[config.mk]
export PLATFORM = sky130hd
export DESIGN_NAME = imem_loader
export DESIGN_NICKNAME = d
export VERILOG_FILES = /design/src/rtl/imem_loader.sv
export SDC_FILE = /design/constraint.sdc
export NUM_CORES = 1
export LEC_CHECK = 0
export ABC_AREA = 1
export BUFFER_PORTS_ARGS = -buffer_cell sky130_fd_sc_hd__buf_2
export CAP_MARGIN = 20
export CORE_MARGIN = 2
export CORE_UTILIZATION = 45
export DETAILED_ROUTE_END_ITERATION = 10
export PLACE_DENSITY = 0.67
export SYNTH_ARGS = -nofsm -noshare
export SYNTH_HDL_FRONTEND = slang
export SYNTH_SLANG_ARGS = --single-unit
[constraint.sdc]
create_clock -name clk -period 1.9 [get_ports clk]
set_clock_uncertainty 0.15 [all_clocks]
set_input_delay 0.285 -clock clk [delete_from_list [all_inputs] [get_ports clk]]
set_output_delay 0.285 -clock clk [all_outputs]
set_load 0.01 [all_outputs]
[src/rtl/imem_loader.sv]
// Boot loader that streams a length-prefixed program image into instruction memory.
// The core is held in reset until the full image has been written.
module imem_loader #(
    parameter int ADDR_W  = 10,
    parameter int TIMEOUT = 1000
) (
    input  logic              clk,
    input  logic              reset,
    input  logic              start,
    input  logic [7:0]        s_data,
    input  logic              s_valid,
    output logic              s_ready,
    output logic              imem_we,
    output logic [ADDR_W-1:0] imem_waddr,
    output logic [31:0]       imem_wdata,
    output logic              core_hold,
    output logic              busy,
    output logic              done,
    output logic              error
);

    localparam int          TIMER_W   = $clog2(TIMEOUT + 1);
    localparam logic [16:0] MAX_WORDS = 17'(1) << ADDR_W;

    typedef enum logic [2:0] {
        IDLE,
        HDR0,
        HDR1,
        DATA,
        WRITE,
        DONE,
        ERR
    } state_t;

    state_t              state_q;
    logic [15:0]         count_q;
    logic [ADDR_W:0]     word_idx_q;
    logic [1:0]          byte_idx_q;
    logic [TIMER_W-1:0]  timer_q;

    logic                s_ready_q;
    logic                imem_we_q;
    logic [ADDR_W-1:0]   imem_waddr_q;
    logic [31:0]         imem_wdata_q;
    logic                core_hold_q;
    logic                busy_q;
    logic                done_q;
    logic                error_q;

    logic [15:0]         count_d;
    logic [ADDR_W:0]     word_idx_d;
    logic [TIMER_W-1:0]  timer_d;
    logic [23:0]         shift_w;
    logic                accept;
    logic                timer_expired;
    logic                can_start;

    assign accept        = s_valid && s_ready_q;
    assign count_d       = {s_data, count_q[7:0]};
    assign word_idx_d    = word_idx_q + (ADDR_W + 1)'(1);
    assign timer_d       = timer_q + TIMER_W'(1);
    assign timer_expired = (timer_q == TIMER_W'(TIMEOUT - 1));
    assign can_start     = (state_q == IDLE) || (state_q == DONE) || (state_q == ERR);

    // Lower three bytes of the word under assembly; the top byte is taken straight
    // from the stream when the word completes.
    genvar gi;
    generate
        for (gi = 0; gi < 3; gi++) begin : g_lane
            logic [7:0] lane_q;
            always_ff @(posedge clk) begin
                if (reset) begin
                    lane_q <= '0;
                end else if (state_q == DATA && accept && byte_idx_q == 2'(gi)) begin
                    lane_q <= s_data;
                end
            end
            assign shift_w[8*gi +: 8] = lane_q;
        end
    endgenerate

    always_ff @(posedge clk) begin
        if (reset) begin
            state_q      <= IDLE;
            count_q      <= '0;
            word_idx_q   <= '0;
            byte_idx_q   <= '0;
            timer_q      <= '0;
            s_ready_q    <= 1'b0;
            imem_we_q    <= 1'b0;
            imem_waddr_q <= '0;
            imem_wdata_q <= '0;
            core_hold_q  <= 1'b1;
            busy_q       <= 1'b0;
            done_q       <= 1'b0;
            error_q      <= 1'b0;
        end else begin
            imem_we_q <= 1'b0;
            if (start && can_start) begin
                state_q     <= HDR0;
                count_q     <= '0;
                word_idx_q  <= '0;
                byte_idx_q  <= '0;
                timer_q     <= '0;
                s_ready_q   <= 1'b1;
                core_hold_q <= 1'b1;
                busy_q      <= 1'b1;
                done_q      <= 1'b0;
                error_q     <= 1'b0;
            end else begin
                unique case (state_q)
                    HDR0, HDR1, DATA: begin
                        if (accept) begin
                            timer_q <= '0;
                            if (state_q == HDR0) begin
                                count_q[7:0] <= s_data;
                                state_q      <= HDR1;
                            end else if (state_q == HDR1) begin
                                count_q[15:8] <= s_data;
                                if (count_d == 16'd0) begin
                                    state_q     <= DONE;
                                    s_ready_q   <= 1'b0;
                                    busy_q      <= 1'b0;
                                    done_q      <= 1'b1;
                                    core_hold_q <= 1'b0;
                                end else if ({1'b0, count_d} > MAX_WORDS) begin
                                    state_q   <= ERR;
                                    s_ready_q <= 1'b0;
                                    busy_q    <= 1'b0;
                                    error_q   <= 1'b1;
                                end else begin
                                    state_q <= DATA;
                                end
                            end else begin
                                byte_idx_q <= byte_idx_q + 2'd1;
                                if (byte_idx_q == 2'd3) begin
                                    state_q      <= WRITE;
                                    s_ready_q    <= 1'b0;
                                    imem_we_q    <= 1'b1;
                                    imem_waddr_q <= word_idx_q[ADDR_W-1:0];
                                    imem_wdata_q <= {s_data, shift_w};
                                end
                            end
                        end else if (timer_expired) begin
                            // Stalled stream: abandon the session, any partial word is lost.
                            state_q   <= ERR;
                            s_ready_q <= 1'b0;
                            busy_q    <= 1'b0;
                            error_q   <= 1'b1;
                        end else begin
                            timer_q <= timer_d;
                        end
                    end
                    WRITE: begin
                        word_idx_q <= word_idx_d;
                        byte_idx_q <= '0;
                        if (17'(word_idx_d) == {1'b0, count_q}) begin
                            state_q     <= DONE;
                            busy_q      <= 1'b0;
                            done_q      <= 1'b1;
                            core_hold_q <= 1'b0;
                        end else begin
                            state_q   <= DATA;
                            s_ready_q <= 1'b1;
                        end
                    end
                    default: begin
                        state_q <= state_q;
                    end
                endcase
            end
        end
    end

    assign s_ready    = s_ready_q;
    assign imem_we    = imem_we_q;
    assign imem_waddr = imem_waddr_q;
    assign imem_wdata = imem_wdata_q;
    assign core_hold  = core_hold_q;
    assign busy       = busy_q;
    assign done       = done_q;
    assign error      = error_q;

endmodule
==> impl_results.html <==
<table>
<tr><th>Metric</th><th>Value</th></tr>
<tr><th colspan="2">Finish</th></tr>
<tr><td>Most common cell after layout, fill and taps aside</td><td>nand2_1</td></tr>
<tr><td>Share of cells above drive strength 1</td><td>0.243</td></tr>
<tr><td>Sequential cell area</td><td>between 2000 and 2500 sq um</td></tr>
<tr><td>Area occupied by multi-input gates</td><td>about 2500 sq um</td></tr>
<tr><td>Antenna diode count</td><td>0</td></tr>
<tr><td>Final net count</td><td>between 800 and 900</td></tr>
<tr><td>Most frequent cells in the layout</td><td>181 x nand2_1, 104 x dfxtp_1, 101 x a21oi_1</td></tr>
<tr><td>Final-layout fill cell count</td><td>968</td></tr>
<tr><td>Area delta synth-&gt;final</td><td>31.6%</td></tr>
<tr><td>Final Instance Area</td><td>~6600 sq um</td></tr>
<tr><th colspan="2">Outcome</th></tr>
<tr><td>Failing checks</td><td>negative setup slack</td></tr>
<tr><td>Outcome</td><td>finished with violations</td></tr>
<tr><th colspan="2">CTS</th></tr>
<tr><td>Number of sinks driven by the clock tree</td><td>114</td></tr>
<tr><td>Clock latency at the later pin of the worst-skew pair</td><td>approximately 540 ps</td></tr>
<tr><td>Clk buf depth</td><td>2</td></tr>
<tr><td>Buffer type at the clock tree root</td><td>clkbuf_8</td></tr>
<tr><td>Inserted Clock Buffers</td><td>17</td></tr>
<tr><td>H-tree lvl count</td><td>4</td></tr>
<tr><td>Clock input transition at the sequential cells of the worst setup and hold paths</td><td>~60 ps</td></tr>
<tr><td>CTS tree</td><td>yes</td></tr>
<tr><th colspan="2">Floorplan</th></tr>
<tr><td>Die Ht</td><td>~110 um</td></tr>
<tr><td>Die area</td><td>around 12,000 sq um</td></tr>
<tr><td>Effective utilization at floorplan</td><td>0.463</td></tr>
<tr><td># rows</td><td>38</td></tr>
<tr><td>Number of top-level design ports</td><td>60</td></tr>
<tr><td>Core ar.</td><td>10,900 sq um</td></tr>
<tr><td>Floorplan die width</td><td>roughly 110 um</td></tr>
<tr><th colspan="2">Timing</th></tr>
<tr><td>Hold violation count in the final report</td><td>0</td></tr>
<tr><td>Worst-margin pin slew</td><td>579 ps</td></tr>
<tr><td>Portion of the clock cycle consumed by the worst path in the final layout</td><td>1.01</td></tr>
<tr><td>Worst slew margin</td><td>0.614</td></tr>
<tr><td>Setup repair after global routing missed its margin</td><td>true</td></tr>
<tr><td>FMAX</td><td>between 0.5 and 0.6 GHz</td></tr>
<tr><td>Total of endpoints with negative setup slack in the final report</td><td>1</td></tr>
<tr><td>Final number of max-transition violations</td><td>0</td></tr>
<tr><td>Post-layout min period</td><td>about 1900 ps</td></tr>
<tr><td>Final worst slack</td><td>-9.59 ps</td></tr>
<tr><td>Worst Hold Margin</td><td>34.2 ps</td></tr>
<tr><th colspan="2">Worst setup path</th></tr>
<tr><td>Worst path required time</td><td>2180 ps</td></tr>
<tr><td>Worst Path Arrival</td><td>roughly 2200 ps</td></tr>
<tr><td>Count of cells along the worst register-to-register path</td><td>13</td></tr>
<tr><td>Crit Path Category</td><td>flip-flop to flip-flop</td></tr>
<tr><td>Startpoint of the lowest-slack register-to-register path</td><td>word_idx_q[0]$_SDFFE_PP0P_</td></tr>
<tr><td>Endpoint class of the critical path</td><td>flip-flop</td></tr>
<tr><td>Critical path peak fanout</td><td>3</td></tr>
<tr><td>Setup slack, reg-to-reg</td><td>-10 ps</td></tr>
<tr><td>R2r endpoint</td><td>core_hold$_SDFFE_PP1P_</td></tr>
<tr><td>Critical Path Source Type</td><td>flip-flop</td></tr>
<tr><th colspan="2">Global route</th></tr>
<tr><td>Aggregate global routing overflow</td><td>0</td></tr>
<tr><td>Pin count of the biggest net entering global routing</td><td>59</td></tr>
<tr><td>Initial antenna violation count</td><td>0</td></tr>
<tr><td>Vias in the first global route</td><td>4,651</td></tr>
<tr><td>GRT Resource Usage Total</td><td>0.241</td></tr>
<tr><td>Global-route wire length before repair</td><td>between 20,000 and 25,000 um</td></tr>
<tr><th colspan="2">Logic synthesis</th></tr>
<tr><td>Flop and latch count out of synthesis</td><td>~110</td></tr>
<tr><td>Cell area after synthesis</td><td>5050 sq um</td></tr>
<tr><td>Area fraction in compound gates after synthesis</td><td>0.144</td></tr>
<tr><td>Adder and majority gate portion of the synthesized area</td><td>0.0149</td></tr>
<tr><td>Average footprint of a synthesized cell</td><td>approximately 7.1 sq um</td></tr>
<tr><td>Ys async rst share</td><td>0</td></tr>
<tr><td>Most used flip-flop cell after synthesis</td><td>dfxtp_1</td></tr>
<tr><td>Multiplexer share of the synthesized area</td><td>0</td></tr>
<tr><td>Synth warnings</td><td>0</td></tr>
<tr><td>Cell count after synthesis</td><td>roughly 700</td></tr>
<tr><td>Sequential element share of the synthesized area</td><td>0.452</td></tr>
<tr><td>Main combinational cell family by area after synthesis</td><td>simple AND/OR/NAND/NOR gates</td></tr>
<tr><td>Area share of xor/xnor cells in the synthesized design</td><td>0.00347</td></tr>
<tr><td>Total nets after synthesis</td><td>732</td></tr>
<tr><td>Simple-gate share of the synthesized area</td><td>0.310</td></tr>
<tr><td>Netlist cell types</td><td>33</td></tr>
<tr><td>Number of flops mapped to enable cells by yosys</td><td>0</td></tr>
<tr><th colspan="2">Drt</th></tr>
<tr><td>Via count</td><td>5,111</td></tr>
<tr><td>DRT iter0 DRCs</td><td>approximately 380</td></tr>
<tr><td>Number of nets with antenna violations after detailed routing</td><td>0</td></tr>
<tr><td>First-pass DRT Iterations</td><td>5</td></tr>
<tr><td>Post-Route WL</td><td>approximately 14,000 um</td></tr>
<tr><td>Via density per instance</td><td>approximately 5.2</td></tr>
<tr><td>Remaining design rule violation count</td><td>0</td></tr>
<tr><td>Average wire per cell in the routed design</td><td>14.4 um</td></tr>
<tr><th colspan="2">Hold path</th></tr>
<tr><td>WHS Path Cells</td><td>4</td></tr>
<tr><td>Launch point of the worst hold path</td><td>s_data[6]</td></tr>
<tr><td>Class of the tightest hold or removal check</td><td>primary input to flip-flop</td></tr>
<tr><td>Capture endpoint of the worst hold path</td><td>count_q[14]$_SDFFE_PP0P_</td></tr>
<tr><th colspan="2">Placed design</th></tr>
<tr><td>Global placement routability congestion</td><td>0.889</td></tr>
<tr><td>Number of port buffers</td><td>59</td></tr>
<tr><td>Post-placement setup slack</td><td>-109 ps</td></tr>
<tr><td>Dpl hpwl</td><td>about 9700 um</td></tr>
<tr><td>Placement Cell Area</td><td>about 5800 sq um</td></tr>
<tr><th colspan="2">Power and ir drop</th></tr>
<tr><td>VDD IR max</td><td>919 uV</td></tr>
<tr><td>Total power</td><td>between 7 and 8 mW</td></tr>
<tr><td>Power per unit of standard cell area</td><td>about 1200 nW/um^2</td></tr>
<tr><td>Leak Pwr</td><td>~2.7 nW</td></tr>
<tr><th colspan="2">Run</th></tr>
<tr><td>Max Cap Viol</td><td>0</td></tr>
</table>
[Yosys cell counts (all sizes together) (2+ instances only)]
library cell  count  area, sq um
dfxtp           114         2280
o21ai            23          119
nor2             50          215
clkbuf           27          101
a21oi           104          524
nand3            97          490
nand2           186          703
ha                6         75.1
inv              59          221
nand4            12         75.1
a31oi             3         18.8
nand3b            5         41.3
xor2              2         17.5
buf              11         55.1
nor3              4         20.0
a211oi            3         22.5
[stage by stage]
stage / cells / util / TNS, ps
floorplan: 714 / - / 0
finish: 974 / 0.610 / -9.59
global route: 974 / 0.610 / -698
detailed placement: 928 / 0.529 / -322
CTS: 968 / 0.592 / -16.0
global placement: 928 / 0.529 / -57.8
[registers in the layout, indices dropped and copies added (netlist names)]
name and flops:
error 1, imem_wdata 32, timer_q 10, imem_we 1, state_q 3, done 1
core_hold 1, imem_waddr 10, count_q 16, word_idx_q 11, g_lane.lane_q 24, byte_idx_q 2
busy 1, s_ready 1
[kinds of logic after synthesis]
group                    count (synthesis)
AND/OR/NAND/NOR                        356
XOR/XNOR                                 2
buffers and inverters                   98
adder cells (fa/ha/maj)                  6
flip-flops                             114
AO/OA/AOI/OAI                          138
[where the power goes]
group          leakage (nW)  internal, mW  total, mW  switching, mW
logic                  1.46         0.879       2.08           1.20
registers             0.924          2.53       2.68          0.153
clock network         0.282          1.96       3.06           1.10
total                  2.66          5.37       7.82           2.45
[critical path, stage by stage, from the launching register on]
cell and delay [ps]:
dfxtp_4 360, ha_4 250, nor2_2 120, nor2_2 50, nor2_1 70, nand2_1 60, nor2_1 80, nand4_1 130
nor2_2 150, nand3_2 110, nand2_4 90, nand3b_4 80, nand2_2 60, nand2_1 40
[timing repair]
action | 4_1_cts | 5_1_grt
gates resized for setup | 13 | 42
pin swaps | 8 | 14
gates cloned | 0 | 0
endpoints found under the hold margin | 3 | 0
hold buffers | 3 | 0
setup endpoints to repair | 6 | 73
buffers inserted | 5 | 6
[layout make-up]
type / count / share of cell area
flip-flops and latches: 114 / 0.346
clock inverters: 9 / 0.0158
well taps: 140 / 0.0264
repair buffers: 126 / 0.128
clock buffers: 23 / 0.0703
multi-input cells: 502 / 0.380
inverters: 60 / 0.0339
[how the worst max path moves through the flow]
stage,startpoint,endpoint,slack (ps),depth (start not counted)
final,word_idx_q[0]$_SDFFE_PP0P_,core_hold$_SDFFE_PP1P_,-10,13
after global routing,word_idx_q[0]$_SDFFE_PP0P_,core_hold$_SDFFE_PP1P_,-150,13
after CTS,word_idx_q[0]$_SDFFE_PP0P_,core_hold$_SDFFE_PP1P_,-20,14
after detailed placement,word_idx_q[0]$_SDFFE_PP0P_,core_hold$_SDFFE_PP1P_,-110,14
after global placement,word_idx_q[0]$_SDFFE_PP0P_,core_hold$_SDFFE_PP1P_,-60,14
after floorplan,word_idx_q[1]$_SDFFE_PP0P_,core_hold$_SDFFE_PP1P_,60,14
[per-layer routing]
layer | routed length, um | track usage | vias up
li1 | - | - | 2576
met1 | 6130 | 0.301 | 2378
met2 | 6990 | 0.398 | 137
met3 | 655 | 0.0593 | 20
met4 | 249 | 0.0967 | 0
met5 | 0 | 0 | -
Power figures use the tool's default switching activity.
